<file path="src/rtl/ram_arb_pkg.sv">
// Shared opcodes, FSM states and requester id for the two-port RAM access arbiter.
package ram_arb_pkg;

    localparam logic [1:0] OP_WADDR = 2'b00;
    localparam logic [1:0] OP_WDATA = 2'b01;
    localparam logic [1:0] OP_RADDR = 2'b10;
    localparam logic [1:0] OP_READ  = 2'b11;

    localparam int NUM_PORTS = 2;

    typedef enum logic [2:0] {
        S_IDLE,
        S_ADDR,
        S_DATA,
        S_RCMD,
        S_RWAIT
    } state_t;

    typedef logic req_id_t;

    // First command of every transaction: address opcode depends on direction.
    function automatic logic [1:0] addr_op(input logic we);
        return we ? OP_WADDR : OP_RADDR;
    endfunction

endpackage

</file>
<file path="src/rtl/ram_arb_pick.sv">
// Two-way request picker producing a one-hot winner.
// ARB_ROUND_ROBIN_EN selects round robin (ptr = port holding priority), else port 0 fixed priority.
module ram_arb_pick
    import ram_arb_pkg::*;
(
    input  logic [1:0] req,
`ifdef ARB_ROUND_ROBIN_EN
    input  req_id_t    ptr,
`endif
    output logic [1:0] win
);

`ifdef ARB_ROUND_ROBIN_EN
    always_comb begin
        win = req;
        if (req == 2'b11)
            win = ptr ? 2'b10 : 2'b01;
    end
`else
    // With req[0] low the vector is already either idle or port-1-only.
    assign win = req[0] ? 2'b01 : req;
`endif

endmodule

</file>
<file path="src/rtl/ram_access_arbiter.sv">
// Shares the command-driven single-port RAM between two requesters, one transaction at a time.
// Define ARB_ROUND_ROBIN_EN for round-robin arbitration; default is fixed priority to port 0.
module ram_access_arbiter
    import ram_arb_pkg::*;
#(
    parameter int ADDR_SIZE  = 8,
    parameter int DATA_W     = 8,
    parameter int RD_TIMEOUT = 4
) (
    input  logic                 clk,
    input  logic                 rst,

    input  logic                 m0_req,
    input  logic                 m0_we,
    input  logic [ADDR_SIZE-1:0] m0_addr,
    input  logic [DATA_W-1:0]    m0_wdata,
    output logic                 m0_gnt,
    output logic                 m0_rsp_valid,
    output logic                 m0_rsp_err,
    output logic [DATA_W-1:0]    m0_rdata,

    input  logic                 m1_req,
    input  logic                 m1_we,
    input  logic [ADDR_SIZE-1:0] m1_addr,
    input  logic [DATA_W-1:0]    m1_wdata,
    output logic                 m1_gnt,
    output logic                 m1_rsp_valid,
    output logic                 m1_rsp_err,
    output logic [DATA_W-1:0]    m1_rdata,

    output logic [ADDR_SIZE+1:0] ram_din,
    output logic                 ram_rx_valid,
    input  logic [DATA_W-1:0]    ram_dout,
    input  logic                 ram_tx_valid,

    output logic                 busy
);

    localparam logic [7:0] TO_CNT = 8'(RD_TIMEOUT);

    typedef struct packed {
        logic                 we;
        logic [ADDR_SIZE-1:0] addr;
        logic [DATA_W-1:0]    wdata;
    } txn_t;

    state_t                       state;
    txn_t                         txn;
    txn_t                         sel;
    req_id_t                      owner;
    req_id_t                      acc_id;
    logic [7:0]                   cnt;
    logic [1:0]                   req_v;
    logic [1:0]                   win;
    logic [1:0]                   gnt_v;
    logic [NUM_PORTS-1:0]         rsp_valid;
    logic [NUM_PORTS-1:0]         rsp_err;
    logic [NUM_PORTS-1:0][DATA_W-1:0] rsp_rdata;

    assign req_v = {m1_req, m0_req};

`ifdef ARB_ROUND_ROBIN_EN
    req_id_t ptr;

    ram_arb_pick u_pick (
        .req (req_v),
        .ptr (ptr),
        .win (win)
    );

    // Priority passes to the port that was not just served.
    always_ff @(posedge clk or posedge rst) begin
        if (rst)
            ptr <= 1'b0;
        else if (|gnt_v)
            ptr <= ~acc_id;
    end
`else
    ram_arb_pick u_pick (
        .req (req_v),
        .win (win)
    );
`endif

    // Grants are masked during reset so the async-clear cycle shows all outputs low.
    assign gnt_v  = (state == S_IDLE && !rst) ? win : 2'b00;
    assign acc_id = gnt_v[1];
    assign busy   = (state != S_IDLE);

    assign m0_gnt       = gnt_v[0];
    assign m1_gnt       = gnt_v[1];
    assign m0_rsp_valid = rsp_valid[0];
    assign m1_rsp_valid = rsp_valid[1];
    assign m0_rsp_err   = rsp_err[0];
    assign m1_rsp_err   = rsp_err[1];
    assign m0_rdata     = rsp_rdata[0];
    assign m1_rdata     = rsp_rdata[1];

    always_comb begin
        sel.we    = acc_id ? m1_we    : m0_we;
        sel.addr  = acc_id ? m1_addr  : m0_addr;
        sel.wdata = acc_id ? m1_wdata : m0_wdata;
    end

    always_ff @(posedge clk or posedge rst) begin
        if (rst) begin
            state        <= S_IDLE;
            txn          <= '0;
            owner        <= 1'b0;
            cnt          <= '0;
            ram_din      <= '0;
            ram_rx_valid <= 1'b0;
            rsp_valid    <= '0;
            rsp_err      <= '0;
            rsp_rdata    <= '0;
        end else begin
            ram_rx_valid <= 1'b0;
            ram_din      <= '0;
            rsp_valid    <= '0;
            rsp_err      <= '0;
            rsp_rdata    <= '0;
            unique case (state)
                S_IDLE: begin
                    if (|gnt_v) begin
                        txn          <= sel;
                        owner        <= acc_id;
                        ram_rx_valid <= 1'b1;
                        ram_din      <= {addr_op(sel.we), sel.addr};
                        state        <= S_ADDR;
                    end
                end
                S_ADDR: begin
                    ram_rx_valid <= 1'b1;
                    if (txn.we) begin
                        ram_din <= {OP_WDATA, txn.wdata};
                        state   <= S_DATA;
                    end else begin
                        ram_din <= {OP_READ, {ADDR_SIZE{1'b0}}};
                        state   <= S_RCMD;
                    end
                end
                S_DATA: begin
                    rsp_valid[owner] <= 1'b1;
                    state            <= S_IDLE;
                end
                S_RCMD: begin
                    cnt   <= '0;
                    state <= S_RWAIT;
                end
                S_RWAIT: begin
                    // RWAIT lasts up to RD_TIMEOUT+1 cycles; data on the last one still wins.
                    if (ram_tx_valid) begin
                        rsp_valid[owner] <= 1'b1;
                        rsp_rdata[owner] <= ram_dout;
                        state            <= S_IDLE;
                    end else if (cnt == TO_CNT) begin
                        rsp_valid[owner] <= 1'b1;
                        rsp_err[owner]   <= 1'b1;
                        state            <= S_IDLE;
                    end else begin
                        cnt <= cnt + 8'd1;
                    end
                end
                default: state <= S_IDLE;
            endcase
        end
    end

endmodule

</file>
<file path="config.mk">
export PLATFORM = sky130hd
export DESIGN_NAME = ram_access_arbiter
export DESIGN_NICKNAME = d
export VERILOG_FILES = /design/src/rtl/ram_arb_pkg.sv /design/src/rtl/ram_arb_pick.sv /design/src/rtl/ram_access_arbiter.sv
export SDC_FILE = /design/constraint.sdc
export NUM_CORES = 1
export LEC_CHECK = 0
export CORE_AREA = 2 2 103 55
export CTS_BUF_LIST = sky130_fd_sc_hd__clkbuf_4
export DETAILED_ROUTE_END_ITERATION = 10
export DIE_AREA = 0 0 105 57
export PLACE_DENSITY = 0.83
export SYNTH_ARGS = -nofsm -noshare
export SYNTH_HDL_FRONTEND = slang
export SYNTH_HIERARCHICAL = 1
export SYNTH_SLANG_ARGS = --single-unit
</file>
<file path="constraint.sdc">
create_clock -name clk -period 1.7 [get_ports clk]
set_input_delay 0.255 -clock clk [delete_from_list [all_inputs] [get_ports clk]]
set_output_delay 0.255 -clock clk [all_outputs]
set_load 0.02 [all_outputs]
</file>
# [Word level (Yosys, flattened, before mapping)]
# Cells that the tools add are included.
[totals] ff_bits=52 in_bits=47 output_inout_bits=34
[classes] add_sub_neg=1 magnitude_cmp=2 eq_ne=9 n_mux=30 bitwise_logic=1 n_reduce_logical=10
[op_table] cell="$mux W8" count=5
[op_table] cell="$mux W16" count=2
[op_table] cell="$mux W10" count=2
[op_table] cell="$pmux W10 S2" count=1
[op_table] cell="$and A16 B16 Y16" count=1
[op_table] cell="$pmux W8 S2" count=1
[op_table] cell="$mux W2" count=7
[op_table] cell="$pmux W3 S4" count=1
[op_table] cell="$mux W3" count=3
[op_table] cell="$add A8 B1 Y8 const B" count=1
[op_table] cell="$demux W8 S1" count=1
[op_table] cell="$eq A8 B3 Y1 const B" count=1
[op_table] cell="$eq A3 B2 Y1 const B" count=2
[op_table] cell="$mux W1" count=4
[op_table] cell="$ne A2 B2 Y1 const B" count=2
[op_table] cell="$pmux W2 S2" count=1
[op_table] cell="$reduce_and A2 Y1" count=2
[op_table] cell="$eq A3 B1 Y1 const B" count=1
[op_table] cell="$eq A3 B3 Y1 const B" count=1
[op_table] cell="$logic_not A3 Y1" count=1
[op_table] cell="$ne A3 B3 Y1 const B" count=1
[op_table] cell="$reduce_and A3 Y1" count=1
[op_table] cell="$reduce_bool A3 Y1" count=1
[op_table] cell="$logic_and A1 B1 Y1" count=2
[op_table] cell="8 further kinds" count=8

# [Longest topological paths before layout]
[depth] depth_word=7 ltp_mapped=7

# [Cells and area by module]
# Netlist, hierarchy kept.
[by_module_without_submodules] mod="ram_access_arbiter" n_inst=1 cells_per_inst=222 area_per_inst_um2=2245.9 seq_area_each_um2=1301.2
[by_module_without_submodules] mod="ram_arb_pick" n_inst=1 cells_per_inst=2 area_per_inst_um2=21.3 seq_area_each_um2=0.0

# [Worst setup path after synthesis]
# OpenSTA, ideal clock, no wires.
[synth_path] kind="register to register" start="reg state[1]" end="reg cnt[7]" setup_ps=125 t_arrival_ps=1424 slack_ps=151 path_stages_with_launch=5 synth_period_minus_slack_ps=1549 path_cell_list="dfrtp_1 or4b_4 nor4_4 xnor2_1 nor2_1"
[synth_between] elab_chain_len=3
[synth_rtl] element="start, declared" line_no="ram_access_arbiter.sv:47" text="state_t state;"
[synth_rtl] element="start signal, assigned" line_no="ram_access_arbiter.sv:107" text="state <= S_IDLE;"
[synth_rtl] element="start signal, assigned" line_no="ram_access_arbiter.sv:129" text="state <= S_ADDR;"
[synth_rtl] element="start signal, assigned" line_no="ram_access_arbiter.sv:136" text="state <= S_DATA;"
[synth_rtl] element="$eq A3 B3 Y1 or $eq A3 B2 Y1 (tied branches)" line_no="ram_access_arbiter.sv:122" text="unique case (state)"
[synth_rtl] element="$ne A2 B2 Y1 (no line) or $reduce_bool A2 Y1 (tied branches)"
[synth_rtl] element="$reduce_and A3 Y1 (no line)"
[synth_rtl] element="end signal, assigned" line_no="ram_access_arbiter.sv:161" text="cnt <= cnt + 8'd1;"
[synth_rtl] element="end, declared" line_no="ram_access_arbiter.sv:52" text="logic [7:0] cnt;"
# Several ways; a longest one is shown, not always the timed one.
# A chain may end at the register's enable or synchronous reset.

# [Final worst setup path]
[layout_path] start="reg state[0]" end="out m0_gnt"
[layout_between] elab_chain_len=3
[layout_rtl] element="$logic_not A3 Y1" line_no="ram_access_arbiter.sv:86" text="assign gnt_v = (state == S_IDLE && !rst) ? win : 2'b00;"
[layout_rtl] element="$logic_and A1 B1 Y1" line_no="ram_access_arbiter.sv:86"
[layout_rtl] element="$mux W2" line_no="ram_access_arbiter.sv:86"
[layout_rtl] element="end, declared" line_no="ram_access_arbiter.sv:17" text="output logic m0_gnt,"
# Every way passes these cells.

==> out/results.txt <==
#FFs+latches synth -> 52
Inst Count DP -> 382
Share of cells above drive strength 1 -> 17.4%
Worst-skew pair later-pin latency -> 0.37 ns
Crit path buf inv count -> 3
Horiz. Die Dim -> 105 um
Total core area -> 5180 um^2
Total global routing overflow -> 0
Port Buf Inserts -> 80
Antenna violation net count after detailed routing -> 0
First-pass GRT wire length -> 9400 um
Fin. max-slew vios -> 0
Final Util -> 67.2%
Crit path max fanout -> 3
Layout area overhead -> 53.6%
Routed WL per cell -> 15.3 um
Final Critical Period -> 1.77 ns
Cell internal pwr -> 2840 uW
Worst path cell trace -> nor4_2 > buf_4 > nand2_4 > inv_4 > buf_6
Sw frac -> 36.4%
# IOs -> 81
CTS buffer count -> 5
Clk buf depth -> 2
Crit path DAT -> 1.51 ns
Die height -> 57 um
Sink Count -> 52
Failing checks -> negative setup slack
Clock transition at path regs -> 0.15 ns
Final Cell Area -> 3480 um^2
Post-Syn Instances -> 224
Initial core utilization -> 43.7%
GPL Wtd Cong -> 0.850
Synthesized net count -> 273
Largest net degree at the start of global routing -> 53
WHS -> 0.324 ns
Syn avg cell area -> 10.1 um^2
Initial antenna violation count -> 0
Comb power frac -> 43.0%
Pre-antenna DRT Iters -> 4
Slew HR -> 77.0%
Synthesis Warnings -> 6
First DRT Iteration DRCs -> 135
Rows -> 19
Critical path class -> reg2out
Hold Crit Class -> in2async
Setup crit start kind -> flip-flop
Worst stage delay on the critical path -> 0.44 ns
Hold Vio Cnt, Final -> 0
# setup viols final -> 3
# diodes -> 0
Max Fclk -> 566 MHz
Vias per inst -> 5.08
DRC -> 0
Routed WL -> 6100 um
Worst EP required -> 1.44 ns
DP HPWL -> 4330 um
Post-synth cell types -> 39
CTS tree -> done
Reg power frac -> 40.8%
Worst vdd ir -> 0.952 mV
CP Capture Type -> primary output
Static Leak -> 0.00163 uW
Hold_buf cts -> 0
Layout fillers -> 394
Total Power -> 4470 uW
Max cap viols -> 0
CP top delay family -> flip-flops
Net Sw Power -> 1630 uW
Placement-stage cell area -> 3240 um^2
Worst Skew -> 0.00797 ns
Sequential share of the synthesized area -> 57.4%
CTS root buffer -> clkbuf_4
CTS H-tree depth -> 2
Clock power frac -> 16.3%
CP max stage cell -> dfrtp_1
Finished Layout Cells -> 400
GRT Util Overall -> 20.7%
Vias in the first global route -> 1,912
Worst-Margin Slew -> 0.344 ns
Via Count -> 2,031
Total Die Area -> 5990 um^2
Crit share post-route -> 104%
PD cells -> 1280 nW/um^2
Post-Synthesis Cell Area -> 2270 um^2
RSZ-0062 raised after global routing -> true
Fin worst setup slack -> -0.0657 ns
Nets -> 375
Outcome -> finished with violations
worst register-to-register path, cell delays in order, from the launching register on:
cell     delay (ns)
dfrtp_1        0.44
nor4_2         0.27
buf_4          0.19
nand2_4        0.06
inv_4          0.06
buf_6          0.09
buf_12         0.11
nor3_4         0.04
or3_1          0.30
flip-flops by register name, summed over array words and instances (netlist names):
name	flops
txn	9
ram_rx_valid	1
state	3
m0_rdata	8
m1_rdata	8
ram_din	10
cnt	8
rsp_valid	2
rsp_err	2
owner	1
routing by layer:
layer  track usage [%]  vias to the layer above  part of all wire (%)
met5                 0                        -                     0
met1              30.6                      976                    46
met2              29.7                       88                    44
met4              4.95                        0                  0.79
li1                  -                      963                     -
met3              6.74                        4                   8.5
power by group through the flow:
| stage | sequential [uW] | clock, uW | combinational (uW) |
|---|---|---|---|
| global route | 1850 | 794 | 2080 |
| finish | 1820 | 726 | 1920 |
| CTS | 1810 | 742 | 1840 |
| global placement | 1800 | 0 | 1650 |
| detailed placement | 1820 | 0 | 1700 |
| floorplan | 1930 | 0 | 795 |
Yosys cell counts:
cell type	instances	area share, %
a211oi_1	1	0.33
a21oi_1	24	5.3
a22oi_1	10	3.3
a31o_2	2	0.77
a31oi_1	1	0.28
and2_1	16	4.4
and3_1	2	0.55
and3b_1	2	0.77
buf_1	1	0.17
buf_2	2	0.44
buf_4	2	0.66
buf_6	1	0.50
clkbuf_1	7	1.2
dfrtp_1	52	57
ha_1	2	1.1
inv_1	9	1.5
mux2i_1	1	0.44
nand2_1	33	5.5
nand2b_1	1	0.28
nand3_1	4	0.88
nand3b_1	1	0.33
nand4_1	3	0.83
nor2_1	15	2.5
nor2b_1	5	1.4
nor2b_4	1	0.61
nor3_1	9	2.0
nor3_2	1	0.44
nor4_1	2	0.55
nor4_4	1	0.94
nor4b_2	1	0.66
o211ai_1	1	0.33
o21ai_0	3	0.66
o2bb2ai_1	1	0.39
o311ai_0	1	0.39
o31a_1	1	0.39
or3_1	2	0.55
or4b_4	1	0.61
xnor2_1	1	0.39
xor2_1	1	0.39
layout by cell type, fill, tap and decap left out, drive strengths merged, types with 3 or more instances in the layout:
cell	n
dfrtp	52
nand3	4
nand4	3
nor4	3
and2	16
nor3	10
clkbuf	6
buf	31
o21ai	3
a22oi	10
nand2	33
nor2	15
inv	10
nor2b	6
a21oi	24
clkdlybuf4s50	77
worst paths after layout:
path / from / end / slack [ns] / depth (start not counted)
setup / recovery: state[0]$_DFFE_PP0P_ / m0_gnt / -0.07 / 5
hold / removal: rst / txn[4]$_DFFE_PP0P_ / 0.32 / 3
max in group asynchronous: rst / m1_rdata[7]$_DFF_PP0_ / 1.14 / 3
hold reg to reg: txn[3]$_DFFE_PP0P_ / ram_din[3]$_DFF_PP0_ / 0.52 / 2
setup reg to reg: state[0]$_DFFE_PP0P_ / ram_din[9]$_DFF_PP0_ / 0.02 / 8
min in group clk: m0_addr[3] / ram_din[3]$_DFF_PP0_ / 0.39 / 3
kinds of logic after synthesis:
logic type	synth area share [%]
AND/OR/NAND/NOR	23.7
buffers and inverters	4.41
XOR/XNOR	0.773
multiplexers	0.442
adder cells (fa/ha/maj)	1.10
AO/OA/AOI/OAI	12.1
flip-flops	57.4
per-stage QoR:
stage / setup slack (ns) / setup TNS, ns
global route: -0.152 / -0.452
detailed placement: -0.391 / -2.31
CTS: -0.0474 / -0.0998
floorplan: 0.151 / 0
global placement: -0.398 / -1.88
finish: -0.0657 / -0.158
layout make-up:
type                    count  area, um^2  area share [%]
flip-flops and latches     52        1300            37.4
repair buffers            108        1050            30.2
multi-input cells         150         916            26.3
well taps                  73        91.3            2.62
clock buffers               6        45.0            1.29
clock inverters             2        38.8            1.11
inverters                   9        38.8            1.11
repair_timing:
item / 4_1_cts / 5_1_grt
buffers inserted: 5 / 6
endpoints found under the setup margin: 5 / 25
resized for setup: 29 / 14
pin swaps: 2 / 9
Power figures use the tool's default switching activity.
